### config.mk
export PLATFORM = sky130hd
export DESIGN_NAME = bridge_master_flat
export DESIGN_NICKNAME = d
export VERILOG_FILES = /design/src/rtl/bridge_pkg.sv /design/src/rtl/if_axi_light.sv /design/src/rtl/bridge_master.sv /design/src/flat_wrapper.sv
export SDC_FILE = /design/constraint.sdc
export NUM_CORES = 1
export LEC_CHECK = 0
export ABC_AREA = 0
export CAP_MARGIN = 10
export CORE_MARGIN = 5
export CORE_UTILIZATION = 30
export DETAILED_ROUTE_END_ITERATION = 7
export DONT_BUFFER_PORTS = 1
export SYNTH_ARGS = -nofsm -noshare
export SYNTH_HDL_FRONTEND = slang
export SYNTH_SLANG_ARGS = --single-unit
### constraint.sdc
create_clock -name clk -period 1.6 [get_ports clk]
set_input_delay 0.32 -clock clk [delete_from_list [all_inputs] [get_ports clk]]
set_output_delay 0.32 -clock clk [all_outputs]
set_load 0.02 [all_outputs]
### src/rtl/bridge_pkg.sv
// Shared types for the NoC-to-AXI bridge endpoints.
// Holds the FSM encoding, response codes and packet field widths.
package bridge_pkg;

    localparam int AXI_ADDR_WIDTH  = 32;
    localparam int AXI_DATA_WIDTH  = 32;
    localparam int AXI_WSTRB_WIDTH = AXI_DATA_WIDTH / 8;

    typedef logic [1:0] resp_t;

    localparam resp_t RESP_OKAY   = 2'b00;
    localparam resp_t RESP_SLVERR = 2'b10;

    typedef enum logic [2:0] {
        S_IDLE,
        S_WR,
        S_WR_RESP,
        S_RD_ADDR,
        S_RD_DATA,
        S_SEND
    } state_t;

endpackage

### src/rtl/if_axi_light.sv
// Single-beat AXI-light bus: AW, W, B, AR and R channels.
// The master modport is used by bridge_master.
interface if_axi_light;
    import bridge_pkg::*;

    logic                       awvalid;
    logic                       awready;
    logic [AXI_ADDR_WIDTH-1:0]  awaddr;
    logic                       wvalid;
    logic                       wready;
    logic [AXI_DATA_WIDTH-1:0]  wdata;
    logic [AXI_WSTRB_WIDTH-1:0] wstrb;
    logic                       bvalid;
    logic                       bready;
    resp_t                      bresp;
    logic                       arvalid;
    logic                       arready;
    logic [AXI_ADDR_WIDTH-1:0]  araddr;
    logic                       rvalid;
    logic                       rready;
    logic [AXI_DATA_WIDTH-1:0]  rdata;
    resp_t                      rresp;

    modport master (
        output awvalid, awaddr, wvalid, wdata, wstrb, bready,
        output arvalid, araddr, rready,
        input  awready, wready, bvalid, bresp,
        input  arready, rvalid, rdata, rresp
    );

    modport slave (
        input  awvalid, awaddr, wvalid, wdata, wstrb, bready,
        input  arvalid, araddr, rready,
        output awready, wready, bvalid, bresp,
        output arready, rvalid, rdata, rresp
    );

endinterface

### src/rtl/bridge_master.sv
// Memory-side NoC endpoint: replays one request packet as one AXI-light
// transaction and returns one response packet; one transaction in flight.
module bridge_master
    import bridge_pkg::*;
#(
    parameter int ID       = 0,
    parameter int ID_WIDTH = 8,
    parameter int TIMEOUT  = 0
) (
    input  logic                       clk,
    input  logic                       res_n,
    input  logic                       req_valid,
    output logic                       req_ready,
    input  logic [ID_WIDTH-1:0]        req_src,
    input  logic                       req_we,
    input  logic [AXI_ADDR_WIDTH-1:0]  req_addr,
    input  logic [31:0]                req_wdata,
    input  logic [AXI_WSTRB_WIDTH-1:0] req_wstrb,
    output logic                       rsp_valid,
    input  logic                       rsp_ready,
    output logic [ID_WIDTH-1:0]        rsp_dst,
    output logic [ID_WIDTH-1:0]        rsp_src,
    output logic                       rsp_we,
    output logic [31:0]                rsp_rdata,
    output logic [1:0]                 rsp_resp,
    if_axi_light.master                m_axi
);

    state_t                       state, state_nxt;
    logic                         rdy_nxt;
    logic                         aw_q, aw_nxt;
    logic                         w_q, w_nxt;
    logic                         ar_q, ar_nxt;
    logic                         b_q, b_nxt;
    logic                         r_q, r_nxt;
    logic                         rsp_q, rsp_nxt;
    logic [ID_WIDTH-1:0]          src_q, src_nxt;
    logic                         we_q, we_nxt;
    logic [AXI_ADDR_WIDTH-1:0]    addr_q, addr_nxt;
    logic [31:0]                  wdata_q, wdata_nxt;
    logic [AXI_WSTRB_WIDTH-1:0]   wstrb_q, wstrb_nxt;
    logic [31:0]                  rdata_q, rdata_nxt;
    resp_t                        resp_q, resp_nxt;
    logic [31:0]                  cnt, cnt_nxt;
    logic                         expired;

    // Expiry is only consulted when no real completion arrived this cycle.
    assign expired = (TIMEOUT != 0) && (cnt == 32'(TIMEOUT - 1));

    always_comb begin
        state_nxt = state;
        rdy_nxt   = 1'b0;
        aw_nxt    = aw_q;
        w_nxt     = w_q;
        ar_nxt    = ar_q;
        b_nxt     = b_q;
        r_nxt     = r_q;
        rsp_nxt   = rsp_q;
        src_nxt   = src_q;
        we_nxt    = we_q;
        addr_nxt  = addr_q;
        wdata_nxt = wdata_q;
        wstrb_nxt = wstrb_q;
        rdata_nxt = rdata_q;
        resp_nxt  = resp_q;
        cnt_nxt   = cnt + 32'd1;
        unique case (state)
            S_IDLE: begin
                rdy_nxt = 1'b1;
                cnt_nxt = '0;
                if (req_valid && req_ready) begin
                    rdy_nxt   = 1'b0;
                    src_nxt   = req_src;
                    we_nxt    = req_we;
                    addr_nxt  = req_addr;
                    wdata_nxt = req_wdata;
                    wstrb_nxt = req_wstrb;
                    if (req_we) begin
                        state_nxt = S_WR;
                        aw_nxt    = 1'b1;
                        w_nxt     = 1'b1;
                    end else begin
                        state_nxt = S_RD_ADDR;
                        ar_nxt    = 1'b1;
                    end
                end
            end
            S_WR: begin
                aw_nxt = aw_q & ~m_axi.awready;
                w_nxt  = w_q & ~m_axi.wready;
                if (!aw_nxt && !w_nxt) begin
                    state_nxt = S_WR_RESP;
                    b_nxt     = 1'b1;
                end else if (expired) begin
                    aw_nxt    = 1'b0;
                    w_nxt     = 1'b0;
                    rsp_nxt   = 1'b1;
                    rdata_nxt = '0;
                    resp_nxt  = RESP_SLVERR;
                    state_nxt = S_SEND;
                end
            end
            S_WR_RESP: begin
                if (m_axi.bvalid) begin
                    b_nxt     = 1'b0;
                    rsp_nxt   = 1'b1;
                    rdata_nxt = '0;
                    resp_nxt  = m_axi.bresp;
                    state_nxt = S_SEND;
                end else if (expired) begin
                    b_nxt     = 1'b0;
                    rsp_nxt   = 1'b1;
                    rdata_nxt = '0;
                    resp_nxt  = RESP_SLVERR;
                    state_nxt = S_SEND;
                end
            end
            S_RD_ADDR: begin
                if (m_axi.arready) begin
                    ar_nxt    = 1'b0;
                    r_nxt     = 1'b1;
                    state_nxt = S_RD_DATA;
                end else if (expired) begin
                    ar_nxt    = 1'b0;
                    rsp_nxt   = 1'b1;
                    rdata_nxt = '0;
                    resp_nxt  = RESP_SLVERR;
                    state_nxt = S_SEND;
                end
            end
            S_RD_DATA: begin
                if (m_axi.rvalid) begin
                    r_nxt     = 1'b0;
                    rsp_nxt   = 1'b1;
                    rdata_nxt = m_axi.rdata;
                    resp_nxt  = m_axi.rresp;
                    state_nxt = S_SEND;
                end else if (expired) begin
                    r_nxt     = 1'b0;
                    rsp_nxt   = 1'b1;
                    rdata_nxt = '0;
                    resp_nxt  = RESP_SLVERR;
                    state_nxt = S_SEND;
                end
            end
            S_SEND: begin
                cnt_nxt = cnt;
                if (rsp_ready) begin
                    rsp_nxt   = 1'b0;
                    rdy_nxt   = 1'b1;
                    state_nxt = S_IDLE;
                end
            end
            default: state_nxt = S_IDLE;
        endcase
    end

    always_ff @(posedge clk or negedge res_n) begin
        if (!res_n) begin
            state     <= S_IDLE;
            req_ready <= 1'b0;
            aw_q      <= 1'b0;
            w_q       <= 1'b0;
            ar_q      <= 1'b0;
            b_q       <= 1'b0;
            r_q       <= 1'b0;
            rsp_q     <= 1'b0;
            src_q     <= '0;
            we_q      <= 1'b0;
            addr_q    <= '0;
            wdata_q   <= '0;
            wstrb_q   <= '0;
            rdata_q   <= '0;
            resp_q    <= RESP_OKAY;
            cnt       <= '0;
        end else begin
            state     <= state_nxt;
            req_ready <= rdy_nxt;
            aw_q      <= aw_nxt;
            w_q       <= w_nxt;
            ar_q      <= ar_nxt;
            b_q       <= b_nxt;
            r_q       <= r_nxt;
            rsp_q     <= rsp_nxt;
            src_q     <= src_nxt;
            we_q      <= we_nxt;
            addr_q    <= addr_nxt;
            wdata_q   <= wdata_nxt;
            wstrb_q   <= wstrb_nxt;
            rdata_q   <= rdata_nxt;
            resp_q    <= resp_nxt;
            cnt       <= cnt_nxt;
        end
    end

    assign m_axi.awvalid = aw_q;
    assign m_axi.awaddr  = addr_q;
    assign m_axi.wvalid  = w_q;
    assign m_axi.wdata   = wdata_q;
    assign m_axi.wstrb   = wstrb_q;
    assign m_axi.bready  = b_q;
    assign m_axi.arvalid = ar_q;
    assign m_axi.araddr  = addr_q;
    assign m_axi.rready  = r_q;

    assign rsp_valid = rsp_q;
    assign rsp_dst   = src_q;
    assign rsp_src   = ID_WIDTH'(ID);
    assign rsp_we    = we_q;
    assign rsp_rdata = rdata_q;
    assign rsp_resp  = resp_q;

endmodule

### src/flat_wrapper.sv
// flat-port wrapper written by rule: the top's interface ports become plain ports
module bridge_master_flat import bridge_pkg::*;
#(
    parameter int ID       = 0,
    parameter int ID_WIDTH = 8,
    parameter int TIMEOUT  = 0
)
  (clk, res_n, req_valid, req_ready, req_src, req_we, req_addr, req_wdata, req_wstrb, rsp_valid, rsp_ready, rsp_dst, rsp_src, rsp_we, rsp_rdata, rsp_resp, m_axi_awvalid, m_axi_awaddr, m_axi_wvalid, m_axi_wdata, m_axi_wstrb, m_axi_bready, m_axi_arvalid, m_axi_araddr, m_axi_rready, m_axi_awready, m_axi_wready, m_axi_bvalid, m_axi_bresp, m_axi_arready, m_axi_rvalid, m_axi_rdata, m_axi_rresp);
  if_axi_light m_axi_i ();
  input  logic clk;
  input  logic res_n;
  input  logic req_valid;
  output logic req_ready;
  input  logic [ID_WIDTH-1:0] req_src;
  input  logic req_we;
  input  logic [AXI_ADDR_WIDTH-1:0] req_addr;
  input  logic [31:0] req_wdata;
  input  logic [AXI_WSTRB_WIDTH-1:0] req_wstrb;
  output logic rsp_valid;
  input  logic rsp_ready;
  output logic [ID_WIDTH-1:0] rsp_dst;
  output logic [ID_WIDTH-1:0] rsp_src;
  output logic rsp_we;
  output logic [31:0] rsp_rdata;
  output logic [1:0] rsp_resp;
  output wire logic [$bits(m_axi_i.awvalid)-1:0] m_axi_awvalid;
  output wire logic [$bits(m_axi_i.awaddr)-1:0] m_axi_awaddr;
  output wire logic [$bits(m_axi_i.wvalid)-1:0] m_axi_wvalid;
  output wire logic [$bits(m_axi_i.wdata)-1:0] m_axi_wdata;
  output wire logic [$bits(m_axi_i.wstrb)-1:0] m_axi_wstrb;
  output wire logic [$bits(m_axi_i.bready)-1:0] m_axi_bready;
  output wire logic [$bits(m_axi_i.arvalid)-1:0] m_axi_arvalid;
  output wire logic [$bits(m_axi_i.araddr)-1:0] m_axi_araddr;
  output wire logic [$bits(m_axi_i.rready)-1:0] m_axi_rready;
  input wire logic [$bits(m_axi_i.awready)-1:0] m_axi_awready;
  input wire logic [$bits(m_axi_i.wready)-1:0] m_axi_wready;
  input wire logic [$bits(m_axi_i.bvalid)-1:0] m_axi_bvalid;
  input wire logic [$bits(m_axi_i.bresp)-1:0] m_axi_bresp;
  input wire logic [$bits(m_axi_i.arready)-1:0] m_axi_arready;
  input wire logic [$bits(m_axi_i.rvalid)-1:0] m_axi_rvalid;
  input wire logic [$bits(m_axi_i.rdata)-1:0] m_axi_rdata;
  input wire logic [$bits(m_axi_i.rresp)-1:0] m_axi_rresp;
  assign m_axi_awvalid = m_axi_i.awvalid;
  assign m_axi_awaddr = m_axi_i.awaddr;
  assign m_axi_wvalid = m_axi_i.wvalid;
  assign m_axi_wdata = m_axi_i.wdata;
  assign m_axi_wstrb = m_axi_i.wstrb;
  assign m_axi_bready = m_axi_i.bready;
  assign m_axi_arvalid = m_axi_i.arvalid;
  assign m_axi_araddr = m_axi_i.araddr;
  assign m_axi_rready = m_axi_i.rready;
  assign m_axi_i.awready = m_axi_awready;
  assign m_axi_i.wready = m_axi_wready;
  assign m_axi_i.bvalid = m_axi_bvalid;
  assign m_axi_i.bresp = m_axi_bresp;
  assign m_axi_i.arready = m_axi_arready;
  assign m_axi_i.rvalid = m_axi_rvalid;
  assign m_axi_i.rdata = m_axi_rdata;
  assign m_axi_i.rresp = m_axi_rresp;
  bridge_master #(.ID(ID), .ID_WIDTH(ID_WIDTH), .TIMEOUT(TIMEOUT)) u_core (.clk(clk), .res_n(res_n), .req_valid(req_valid), .req_ready(req_ready), .req_src(req_src), .req_we(req_we), .req_addr(req_addr), .req_wdata(req_wdata), .req_wstrb(req_wstrb), .rsp_valid(rsp_valid), .rsp_ready(rsp_ready), .rsp_dst(rsp_dst), .rsp_src(rsp_src), .rsp_we(rsp_we), .rsp_rdata(rsp_rdata), .rsp_resp(rsp_resp), .m_axi(m_axi_i));
endmodule
==> impl_metrics.ini <==
[die]
dieWidth_um = 139
dieHeight_um = 139
io_pins = 280
rows = 47
core_area_mm2 = 0.0164
die-area_mm2 = 0.0193
start_util = 0.303

[clocking]
cts_max_path_buffers = 2
cts_tree = yes
cts_made_buffers = 17
clock_sink_count = 121
hold_buffers = 2
clk_latency_ns = 0.40
htree_levels = 4
path_clk_slew_ns = 0.05
cts-root-buf = clkbuf_16

[sta]
grt_setup_unrepaired = yes
tns_ns = 0
fin_ws_ns = 0.0285
setup_viol = 0
fin_skew_ns = 0.00700
timing.final.crit_share = 0.982
holdWs_ns = -0.387
finalHoldViolCount = 121
final_max_slew_viol_count = 0
min_period_ns = 1.57
max_clock_freq_mhz = 636

[place]
placed_cell_area_mm2 = 0.00503
place_inst = 535
gp_congestion = 0.720
dp_hpwl_um = 8020
post-place-ws_ns = -0.00929
port_buffers = 0

[setup_path]
cpPeakStageDelay_ns = 0.43
cp.arrival_ns = 1.86
required_ns = 1.88
crit_slowest_cell = dfrtp_2
path_max_fanout = 5
crit_type = flip-flop to flip-flop
path_cells = nor4_4 > buf_4 > buf_8 > buf_6 > mux2_4
worstSetupEndpointType = flip-flop
startpoint_type = flip-flop

[global_routing]
grt_pass1_vias = 2938
grt-ovfl-total = 0
grt_pass1_wl_um = 17000
top_usage_layer = met2
grtUsageMet2 = 0.202
track_usage = 0.115
grt_max_degree = 122
antenna_found_initial = 0
use_met1 = 0.116
grtUsageMet3 = 0.0548

[cells_and_area]
syn2layout_area_growth_pct = 18.8
diodes = 0
nNetsFinal = 463
drive_gt1_frac = 0.352
fin_util = 0.360
layout.cells.non_filler = 572
final_cell_area_mm2 = 0.00591
fillers = 1528

[synth]
synth.yosys.warnings = 0
syn-mean-instance-area_um2 = 14.1
synth_top_cell_by_area = dfrtp_1
synth-seq-cells = 121
ys_seq_area_frac = 0.609
netlist_area_mm2 = 0.00497
postSynth.asyncResetShare = 1.00
ys.flop_type = dfrtp_1
synth_cells = 354
synthTopCellsByArea = dfrtp_1 (61%), mux2_2 (15%), buf_4 (6.0%), a22o_1 (5.8%), mux2_1 (2.0%)
synth_top_area_share = 0.609
synthTopCellsByCount = dfrtp_1 (121), mux2_2 (68), buf_4 (40)
yosysMostFrequentCell = dfrtp_1
synth_edf_count = 0
ys_types = 35

[min_path]
worstHoldPathType = primary input to async pin

[detailed_routing]
vias = 2734
viasPerCell = 4.78
routed_wirelength_um = 11700
drtPass1Iterations = 4
remaining_drc_errors = 0
drt.antenna.violating_nets = 0
drtIter0Drc = 52
routedWlPerCell_um = 20.4

[status]
status = finished with violations
violations = hold timing

[pwr]
p_sw_mw = 5.85
sw_frac_of_total = 0.397
pwr_density_cell_mw_per_mm2 = 2500
power_frac_seq = 0.532
vdd_drop_max_v = 0.000818
p_clk_frac = 0.258
combPwrFrac = 0.210
power.total_mw = 14.8
internal_power_mw = 8.90
power_leakage_nw = 2.63

[flow_run]
cap_violations = 0
-- what timing repair did --
action,CTS,global route
hold endpoints to repair,123,121
pin swaps,1,1
resized for setup,10,39
setup endpoints to repair,45,85
setup buffers,2,0
cloned,2,1
-- placed cells by master (no fill, tap or decap), types with 2 or more instances in the layout --
cell,instances
clkinv_2,3
o31ai_1,3
dlygate4sd3_1,2
clkbuf_8,3
buf_8,2
o21ai_0,8
nand2_1,10
dfrtp_1,119
conb_1,8
dfrtp_2,2
buf_6,3
clkinvlp_4,2
mux2_4,35
a22o_1,33
a2bb2oi_1,2
a21oi_1,5
clkbuf_1,2
nor2_1,3
a31oi_1,2
nand2b_1,2
bufinv_16,3
mux2_1,9
nor2b_1,4
mux2i_1,2
mux2_2,33
clkbuf_16,18
and3b_1,2
inv_1,3
buf_16,2
buf_12,4
buf_4,6
-- layer usage --
layer | vias to the layer above | part of all wire | wire length [µm]
li1 | 1187 | - | -
met1 | 1352 | 0.37 | 4260
met2 | 178 | 0.52 | 6020
met3 | 17 | 0.099 | 1150
met4 | 0 | 0.019 | 218
met5 | - | 0 | 0
-- area by class of cell --
| cell class | instances | area (µm²) | area share |
|---|---|---|---|
| flip-flops and latches | 121 | 3030 | 0.513 |
| inverters | 3 | 11.3 | 0.00190 |
| multi-input cells | 178 | 1710 | 0.290 |
| repair buffers | 20 | 289 | 0.0489 |
| clock inverters | 8 | 120 | 0.0203 |
| well taps | 220 | 275 | 0.0466 |
| clock buffers | 22 | 474 | 0.0802 |
-- flip-flops by register name (all words and copies together), names as in the netlist --
| signal | flops |
|---|---|
| u_core.m_axi.arvalid | 1 |
| u_core.rsp_resp | 2 |
| u_core.rsp_rdata | 32 |
| u_core.rsp_dst | 8 |
| u_core.m_axi.araddr | 32 |
| u_core.req_ready | 1 |
| u_core.m_axi.bready | 1 |
| u_core.m_axi.wdata | 32 |
| u_core.state | 3 |
| u_core.m_axi.wstrb | 4 |
| u_core.m_axi.wvalid | 1 |
| u_core.rsp_we | 1 |
| u_core.rsp_valid | 1 |
| u_core.m_axi.rready | 1 |
| u_core.m_axi.awvalid | 1 |
-- logic make-up (layout without fill, tap and decap cells) --
family,after synthesis,in the layout,synth area share
DFF,121,121,0.609
muxes,79,79,0.178
buffers and inverters,62,53,0.0822
AOI/OAI and AO/OA,61,61,0.0956
and+or+nand+nor,30,30,0.0345
other,1,8,0.000754
-- worst max-delay path: cells and delay by family (launching register included) --
| kind | cells | cell delay (ns) |
|---|---|---|
| buffers and inverters | 3 | 0.46 |
| muxes | 1 | 0.30 |
| and+or+nand+nor | 1 | 0.27 |
| DFF | 1 | 0.43 |
-- power by group through the flow --
stage | logic (mW) | registers, mW | clock network, mW
3_3_place_gp | 2.52 | 7.90 | 0
5_1_grt | 3.38 | 8.06 | 4.08
4_1_cts | 2.78 | 7.89 | 3.95
3_5_place_dp | 2.67 | 7.91 | 0
6_report | 3.09 | 7.86 | 3.80
2_1_floorplan | 3.25 | 6.95 | 0
-- path summary, 6_finish.rpt --
kind | start | end | slack (ns) | cells after the start
worst max-delay path | u_core.state[1] | u_core.m_axi.wdata[3] | 0.03 | 5
worst min-delay path | res_n | u_core.rsp_rdata[19] | -0.39 | 0
worst max register to register | u_core.state[1] | u_core.m_axi.wdata[3] | 0.03 | 5
worst min register to register | u_core.req_ready | u_core.req_ready | 0.60 | 3
max in group asynchronous | res_n | u_core.rsp_dst[7] | 1.84 | 0
min in group clk | m_axi_rdata[19] | u_core.rsp_rdata[19] | 0.04 | 1
(Power assumes the default switching activity.)
